$ cat config.mk
export PLATFORM = sky130hd
export DESIGN_NAME = axi_llc_sram_arb
export DESIGN_NICKNAME = d
export VERILOG_FILES = /design/src/rtl/axi_llc_sram_arb.sv
export SDC_FILE = /design/constraint.sdc
export NUM_CORES = 1
export LEC_CHECK = 0
export ABC_AREA = 1
export CAP_MARGIN = 10
export CORE_AREA = 2 2 296 298
export CTS_CLUSTER_SIZE = 24
export DETAILED_ROUTE_END_ITERATION = 7
export DIE_AREA = 0 0 298 300
export HOLD_SLACK_MARGIN = 0.06
export PLACE_DENSITY_LB_ADDON = 0.08
export SLEW_MARGIN = 20
export SYNTH_ARGS = -nofsm -noshare
export SYNTH_HDL_FRONTEND = slang
export SYNTH_SLANG_ARGS = --single-unit
$ cat constraint.sdc
create_clock -name clk_i -period 2 [get_ports clk_i]
set_input_delay 0.4 -clock clk_i [delete_from_list [all_inputs] [get_ports clk_i]]
set_output_delay 0.4 -clock clk_i [all_outputs]
set_load 0.01 [all_outputs]
$ cat src/rtl/axi_llc_sram_arb.sv
// rtl/axi_llc_sram_arb.sv - round-robin SRAM port arbiter with scrub trigger and ECC error counters
module axi_llc_sram_arb #(
    parameter int unsigned  NumReq        = 2,
    parameter int unsigned  AddrWidth     = 10,
    parameter int unsigned  DataWidth     = 128,
    parameter int unsigned  NumBanks      = 1,
    parameter int unsigned  ScrubInterval = 1024,
    localparam int unsigned BeWidth       = DataWidth / 8
) (
    input  logic                               clk_i,
    input  logic                               rst_ni,
    input  logic [NumReq-1:0]                  req_i,
    input  logic [NumReq-1:0]                  we_i,
    input  logic [NumReq-1:0][AddrWidth-1:0]   addr_i,
    input  logic [NumReq-1:0][DataWidth-1:0]   wdata_i,
    input  logic [NumReq-1:0][BeWidth-1:0]     be_i,
    output logic [NumReq-1:0]                  gnt_o,
    output logic [NumReq-1:0]                  rvalid_o,
    output logic [DataWidth-1:0]               rdata_o,
    output logic                               sram_req_o,
    output logic                               sram_we_o,
    output logic [AddrWidth-1:0]               sram_addr_o,
    output logic [DataWidth-1:0]               sram_wdata_o,
    output logic [BeWidth-1:0]                 sram_be_o,
    input  logic                               sram_gnt_i,
    input  logic [DataWidth-1:0]               sram_rdata_i,
    output logic [NumBanks-1:0]                scrub_trigger_o,
    input  logic [NumBanks-1:0]                single_error_i,
    input  logic [NumBanks-1:0]                multi_error_i,
    output logic [15:0]                        err_single_cnt_o,
    output logic [15:0]                        err_multi_cnt_o,
    input  logic                               err_clear_i
);

    localparam int unsigned IdxW = (NumReq > 1) ? $clog2(NumReq) : 1;

    logic [IdxW-1:0]   rr_q, rr_d;
    logic [IdxW-1:0]   winner;
    logic [IdxW:0]     cand_sum;
    logic              found;
    logic              handshake;
    logic [NumReq-1:0] rvalid_q, rvalid_d;
    logic [15:0]       err_single_cnt_q, err_single_cnt_d;
    logic [15:0]       err_multi_cnt_q, err_multi_cnt_d;

    // First requester at or after rr_q, with wrap-around.
    always_comb begin
        winner   = rr_q;
        found    = 1'b0;
        cand_sum = '0;
        for (int k = 0; k < NumReq; k++) begin
            cand_sum = {1'b0, rr_q} + (IdxW+1)'(k);
            if (cand_sum >= (IdxW+1)'(NumReq)) begin
                cand_sum = cand_sum - (IdxW+1)'(NumReq);
            end
            if (!found && req_i[cand_sum[IdxW-1:0]]) begin
                found  = 1'b1;
                winner = cand_sum[IdxW-1:0];
            end
        end
    end

    assign sram_req_o   = |req_i;
    assign sram_we_o    = we_i[winner];
    assign sram_addr_o  = addr_i[winner];
    assign sram_wdata_o = wdata_i[winner];
    assign sram_be_o    = be_i[winner];
    assign handshake    = sram_req_o & sram_gnt_i;
    assign rdata_o      = sram_rdata_i;
    assign rvalid_o     = rvalid_q;

    always_comb begin
        gnt_o    = '0;
        rr_d     = rr_q;
        rvalid_d = '0;
        if (handshake) begin
            gnt_o[winner] = 1'b1;
            rr_d          = (winner == IdxW'(NumReq - 1)) ? '0 : winner + 1'b1;
            if (!we_i[winner]) begin
                rvalid_d[winner] = 1'b1;
            end
        end
    end

    always_ff @(posedge clk_i or negedge rst_ni) begin
        if (!rst_ni) begin
            rr_q     <= '0;
            rvalid_q <= '0;
        end else begin
            rr_q     <= rr_d;
            rvalid_q <= rvalid_d;
        end
    end

    // Scrub requests wait for an idle cycle; expiries while pending collapse into one.
    if (ScrubInterval == 0) begin : gen_no_scrub
        assign scrub_trigger_o = '0;
    end else begin : gen_scrub
        localparam int unsigned TimerW = (ScrubInterval > 1) ? $clog2(ScrubInterval) : 1;
        localparam logic [TimerW-1:0] Reload = TimerW'(ScrubInterval - 1);

        logic [TimerW-1:0] timer_q, timer_d;
        logic              scrub_pend_q, scrub_pend_d;
        logic              scrub_fire;

        always_comb begin
            scrub_fire   = scrub_pend_q & ~(|req_i);
            timer_d      = (timer_q == '0) ? Reload : timer_q - 1'b1;
            scrub_pend_d = (timer_q == '0) | (scrub_pend_q & ~scrub_fire);
        end

        always_ff @(posedge clk_i or negedge rst_ni) begin
            if (!rst_ni) begin
                timer_q      <= Reload;
                scrub_pend_q <= 1'b0;
            end else begin
                timer_q      <= timer_d;
                scrub_pend_q <= scrub_pend_d;
            end
        end

        assign scrub_trigger_o = {NumBanks{scrub_fire}};
    end

    always_comb begin
        err_single_cnt_d = err_single_cnt_q;
        err_multi_cnt_d  = err_multi_cnt_q;
        if (err_clear_i) begin
            err_single_cnt_d = '0;
            err_multi_cnt_d  = '0;
        end else begin
            if (|single_error_i && err_single_cnt_q != 16'hFFFF) begin
                err_single_cnt_d = err_single_cnt_q + 16'd1;
            end
            if (|multi_error_i && err_multi_cnt_q != 16'hFFFF) begin
                err_multi_cnt_d = err_multi_cnt_q + 16'd1;
            end
        end
    end

    always_ff @(posedge clk_i or negedge rst_ni) begin
        if (!rst_ni) begin
            err_single_cnt_q <= '0;
            err_multi_cnt_q  <= '0;
        end else begin
            err_single_cnt_q <= err_single_cnt_d;
            err_multi_cnt_q  <= err_multi_cnt_d;
        end
    end

    assign err_single_cnt_o = err_single_cnt_q;
    assign err_multi_cnt_o  = err_multi_cnt_q;

endmodule

# ---- Word-level counts from Yosys, hierarchy flattened
# Index checks and enable logic that the tools add are counted.
dict set report word_totals {
  regBits 46
  latchBits 0
  ramBits 0
  romBits 0
  output_inout_bits 321
  memories 0
}
dict set report op_classes {
  n_addsub 7
  multipliers 0
  n_div 0
  n_lt_le_gt_ge 6
  eq_ne 2
  shift 0
  mux 28
  bitwise 6
  n_reduce_logical 9
}
# op count
set op_table {}
lappend op_table {{two-way mux 128 bit} 2}
lappend op_table {{two-way mux 16 bit} 6}
lappend op_table {{adder 16 x 1 -> 16 bit, second input constant} 2}
lappend op_table {{!= test 16 bit, second input constant} 2}
lappend op_table {{two-way mux 10 bit} 3}
lappend op_table {{two-way mux 1 bit} 13}
lappend op_table {{zero test 10 bit} 1}
lappend op_table {{subtractor 10 x 1 -> 10 bit, second input constant} 1}
lappend op_table {{< comparator 1 x 2 -> 1 bit, second input constant} 3}
lappend op_table {{two-way mux 2 bit} 3}
lappend op_table {{logical AND 1 bit} 4}
lappend op_table {{nonzero test 2 bit} 2}
lappend op_table {{AND 1 bit} 3}
lappend op_table {{adder 1 x 1 -> 2 bit, second input constant} 1}
lappend op_table {{greater-or-equal comparator 1 x 2 -> 1 bit, second input constant} 1}
lappend op_table {{greater-or-equal comparator 2 bit, second input constant} 1}
lappend op_table {{NOT 1 bit} 2}
lappend op_table {{OR reduction 2 bit} 1}
lappend op_table {{subtractor 1 bit, second input constant} 2}
lappend op_table {{adder 1 bit, second input constant} 1}
lappend op_table {{demux 1 bit (select 1 bit)} 1}
lappend op_table {{greater-or-equal comparator 1 bit, second input constant} 1}
lappend op_table {{zero test 1 bit} 1}
lappend op_table {{OR 1 bit} 1}

# ---- Depth between registers and ports, before layout
dict set report logic_depth {
  ltp_word 14
  depth_mapped 10
}

# ---- Worst setup path before layout
# Ideal clock, no wire load.
dict set report synth_path {
  path_type {input to output}
  from {input req_i[1]}
  to {output sram_be_o[0]}
  t_arrival_ns 1.401
  t_required_ns 1.600
  slack_ns 0.199
  path_stages 6
  path_buffers 2
  path_cell_list {nand2_1 nand2_1 o21ai_1 buf_2 buf_4 mux2_2}
}
dict set report synth_via {
  elab_chain_cells 8
}
# element line_no
set synth_rtl {}
lappend synth_rtl {{start: declaration} 12} ;# input logic [NumReq-1:0] req_i,
lappend synth_rtl {{two-way mux 1 bit (implied by the code) (2 in a row)} 56} ;# if (!found && req_i[cand_sum[IdxW-1:0]]) begin
lappend synth_rtl {{two-way mux 1 bit} 56}
lappend synth_rtl {{zero test 1 bit} 56}
lappend synth_rtl {{logical AND 1 bit} 56}
lappend synth_rtl {{two-way mux 1 bit (*)} 56}
lappend synth_rtl {{two-way mux 16 bit (implied by the code) (*) (2 in a row)} 67} ;# assign sram_be_o = be_i[winner];
lappend synth_rtl {{end: declaration} 24} ;# output logic [BeWidth-1:0] sram_be_o,
# Mark *: on every way between the ends. The rest lies on a longest branch, timed or not. The select of a mux whose other input is x is not followed.

# ---- Worst setup path in the final report
dict set report layout_path {
  from {register rr_q}
  to {output sram_be_o[10]}
}
dict set report layout_via {
  elab_chain_cells 10
}
# element line_no
set layout_rtl {}
lappend layout_rtl {{start: declaration} 37} ;# logic [IdxW-1:0] rr_q, rr_d;
lappend layout_rtl {{start signal: assignment} 90} ;# rr_q <= rr_d;
lappend layout_rtl {{greater-or-equal comparator 1 x 2 -> 1 bit or subtractor 1 bit (tied branches)} {53, 54}}
lappend layout_rtl {{two-way mux 1 bit} 53} ;# if (cand_sum >= (IdxW+1)'(NumReq)) begin
lappend layout_rtl {{two-way mux 1 bit (implied by the code) (2 in a row)} 56}
lappend layout_rtl {{two-way mux 1 bit} 56}
lappend layout_rtl {{zero test 1 bit} 56}
lappend layout_rtl {{logical AND 1 bit} 56}
lappend layout_rtl {{two-way mux 1 bit (*)} 56}
lappend layout_rtl {{two-way mux 16 bit (implied by the code) (*) (2 in a row)} 67}
# Marks and branches as above.

==> flow_summary.yaml <==
pwr:
  switching_power_mw: 2.01
  vdd_ir_max_v: 0.000282
  cellPowerDensity_nw_per_um2: 460
  finalPower_mw: 5.96
  leakage_nw: 5.42
  netSwitchingFraction_pct: 33.7
  internal_power_mw: 3.95
  power_share_of_the_combinational_group_pct: 65.5
  p_seq_share_pct: 16.0
  clock_power_share_pct: 18.5
grt:
  grt_max_degree: 31
  wire_length_of_the_first_global_routing_pass_mm: 70.6
  global_route.usage.total_pct: 11.9
  number_of_antenna_violations_at_the_first_check_in_global_routing: 27
  first_global_vias: 6852
  gr-total-overflow: 0
worst_hold_path:
  timing.hold.worst.start: "gen_scrub.timer_q[0]"
  min_path_type: "reg2reg"
status:
  violations: "setup timing"
  status: "complete, but fails checks"
worst_setup_path:
  cp_arrival_ns: 2.07
  end_kind: "output port"
  startpoint_type: "flop"
  r2r_setup_slack_ns: 0.27
  reg2reg_to: "rr_q"
  worst_r2r_path_depth: 12
  path_max_fanout: 7
  r2r-start: "rr_q"
  cp.required_ns: 1.60
  worst-setup-path-type: "reg2out"
  critical_path.startpoint: "rr_q"
  crit_path_end: "sram_be_o[10]"
die:
  io_pins: 767
  row_count: 108
  fp.dieW_um: 298
  die-height_um: 300
  initial_core_util_pct: 6.35
  die-area_um2: 89400
  core_area_um2: 86200
placement:
  detailedPlacementHpwl_mm: 49.0
  placedInstanceArea_um2: 11500
  placement.io_buffers: 510
  place_congestion: 0.876
  pre_cts_ws_ns: -0.993
yosys:
  ys_ff_latch: 46
  synthTopCellsByArea: "sky130_fd_sc_hd__mux2_2 32%, sky130_fd_sc_hd__buf_4 19%, sky130_fd_sc_hd__dfrtp_1 16%, sky130_fd_sc_hd__nand2_1 7.9%, sky130_fd_sc_hd__dfstp_2 4.8%"
  cells_after_synthesis: 655
  synth_fp_nets: 1104
  yosys_warnings: 0
  synthesis.area_um2: 5480
  yosysSeqAreaShare_pct: 21.3
  synth_cell_types: 32
  post_synth.cell_area_avg_um2: 8.36
  post-synth-top-area-fraction_pct: 31.9
  netlist.top_cell.by_area: "sky130_fd_sc_hd__mux2_2"
timing:
  max_slew.worst_pin.slew_ns: 0.495
  final_setup_violations: 156
  finalCriticalPeriod_ns: 2.47
  clock_skew_ns: 0.0121
  clock.fmax_ghz: 0.404
  setup_repair_after_global_routing_missed_its_margin: "true"
  slew-limit-headroom_pct: 67.0
  min_period_over_period_pct: 124
  final.setup.tns_ns: -58.33
  drv_slew: 0
  timing_hold_violations_final: 0
  final_critical_path_setup_slack_ns: -0.473
route:
  wl_mm: 56.3
  ant_nets: 0
  detailed_route_vias_per_instance: 2.84
  drt_first_iter_violations: 253
  residual_drc: 0
  routedWlPerCell_um: 24.5
  first_pass_iters: 4
  dr_total_vias: 6518
cells_and_area:
  multi_input_area_um2: 3470
  layout.filler_cells: 9868
  post_route_cells_drive_above_1_share_pct: 40.3
  layout.core_utilization_pct: 15.0
  final_design_area_no_fill_um2: 13000
  area.growth.synth_to_final_pct: 137
  mostFrequentLayoutCell: "sky130_fd_sc_hd__clkdlybuf4s50_1"
  final_cell_mix: "348 x sky130_fd_sc_hd__clkdlybuf4s50_1, 129 x sky130_fd_sc_hd__buf_6, 113 x sky130_fd_sc_hd__nand2_1, 101 x sky130_fd_sc_hd__mux2_4, 54 x sky130_fd_sc_hd__mux2_2"
  nets: 1581
  ff_latch_area_um2: 1160
clock_network:
  tritoncts: "done"
  cts.clk_slew.worst_paths_ns: 0.08
  tritoncts_buffers: 5
  clock_path_buffers: 2
  insertion_delay_ns: 0.31
  clock_tree.htree_level_count: 2
  clk_root_buffer_cell: "sky130_fd_sc_hd__clkbuf_16"
  clock_sinks: 46
job:
  max_cap_violations: 0
-- per-stage QoR --
step	hold slack, ns	cells
4_1_cts	0.469	2270
2_1_floorplan	0.104	655
5_1_grt	0.486	2291
6_report	0.465	2294
3_5_place_dp	0.402	2229
3_3_place_gp	0.415	2229
-- logic make-up (layout without fill, tap and decap cells) --
kind of cell / count (synthesis) / after routing / synth area share [%]
other cells: 0 / 6 / 0
compound gates: 22 / 22 / 2.42
flops: 46 / 46 / 21.3
mux: 156 / 156 / 32.1
simple gates: 224 / 224 / 17.9
xor+xnor: 18 / 18 / 2.88
buf+inv: 186 / 664 / 22.8
fa+ha+maj: 3 / 3 / 0.686
-- worst min path at each step --
stage | to | slack [ns] | cells after the start
4_1_cts | gen_scrub.timer_q[0] | 0.47 | 1
3_5_place_dp | err_single_cnt_o[8] | 0.40 | 1
2_1_floorplan | err_multi_cnt_o[0] | 0.10 | 0
5_1_grt | gen_scrub.timer_q[0] | 0.49 | 1
3_3_place_gp | err_single_cnt_o[8] | 0.42 | 1
6_report | gen_scrub.timer_q[0] | 0.46 | 1
-- Yosys cell counts --
cell,n
sky130_fd_sc_hd__nand3_1,31
sky130_fd_sc_hd__nor2_4,2
sky130_fd_sc_hd__o21ai_4,1
sky130_fd_sc_hd__buf_2,4
sky130_fd_sc_hd__xnor2_1,6
sky130_fd_sc_hd__a21oi_1,3
sky130_fd_sc_hd__buf_4,141
sky130_fd_sc_hd__o21ai_0,4
sky130_fd_sc_hd__nor3_1,6
sky130_fd_sc_hd__clkbuf_1,2
sky130_fd_sc_hd__xor2_1,12
sky130_fd_sc_hd__or2_2,1
sky130_fd_sc_hd__ha_1,3
sky130_fd_sc_hd__nand2_1,115
sky130_fd_sc_hd__inv_2,1
sky130_fd_sc_hd__nand2_2,2
sky130_fd_sc_hd__nand3b_1,1
sky130_fd_sc_hd__dfrtp_1,36
sky130_fd_sc_hd__dfstp_2,10
sky130_fd_sc_hd__mux2_2,155
sky130_fd_sc_hd__o21bai_1,4
sky130_fd_sc_hd__mux2i_1,1
sky130_fd_sc_hd__nor2_8,1
sky130_fd_sc_hd__a31oi_1,1
sky130_fd_sc_hd__nor2_2,4
sky130_fd_sc_hd__nor3_2,1
sky130_fd_sc_hd__nor2_1,48
sky130_fd_sc_hd__o21ai_1,9
sky130_fd_sc_hd__inv_1,36
sky130_fd_sc_hd__buf_6,2
sky130_fd_sc_hd__nand4_1,11
sky130_fd_sc_hd__nand2_4,1
-- flip-flops by register name, summed over array words and instances (netlist names) --
signal and count:
gen_scrub.scrub_pend_q 1, gen_scrub.timer_q 10, err_multi_cnt_o 16, rr_q 1, err_single_cnt_o 16, rvalid_o 2
-- power by group through the flow --
stage / Combinational, mW / Sequential, mW / Clock (mW)
2_1_floorplan: 1.23 / 0.975 / 0
3_3_place_gp: 3.13 / 0.973 / 0
3_5_place_dp: 3.11 / 0.973 / 0
4_1_cts: 3.70 / 0.956 / 1.18
5_1_grt: 4.08 / 0.959 / 1.22
6_report: 3.90 / 0.956 / 1.10
-- layout make-up --
| cell class | instances | area share, % |
|---|---|---|
| Antenna cell | 6 | 0.116 |
| Clock buffer | 8 | 1.46 |
| Inverter | 37 | 1.07 |
| Multi-Input combinational cell | 423 | 26.8 |
| Sequential cell | 46 | 8.98 |
| Tap cell | 1155 | 11.1 |
| Timing Repair Buffer | 619 | 50.4 |
-- metal layers --
metal / track usage, % / part of all wire, % / vias to the layer above
li1: - / - / 3011
met1: 13.2 / 38 / 3001
met2: 21.3 / 50 / 393
met3: 5.01 / 9.3 / 93
met4: 2.42 / 2.3 / 20
met5: 0 / 0.20 / -
-- repair_timing --
item	in CTS	in global routing
endpoints found under the setup margin	159	159
hold buffers	1	0
pin swaps	3	1
setup buffers	23	22
cloned	9	3
hold endpoints to repair	15	0
gates resized for setup	715	153
-- critical path, cell delays in order, from the launching register on --
cell,delay [ns]
sky130_fd_sc_hd__dfrtp_2,0.45
sky130_fd_sc_hd__nand2_2,0.09
sky130_fd_sc_hd__nand2_4,0.06
sky130_fd_sc_hd__o21ai_4,0.06
sky130_fd_sc_hd__buf_12,0.14
sky130_fd_sc_hd__buf_16,0.14
sky130_fd_sc_hd__buf_12,0.13
sky130_fd_sc_hd__buf_12,0.12
sky130_fd_sc_hd__buf_16,0.12
sky130_fd_sc_hd__mux2_4,0.30
sky130_fd_sc_hd__buf_6,0.13
(Power assumes the default switching activity.)
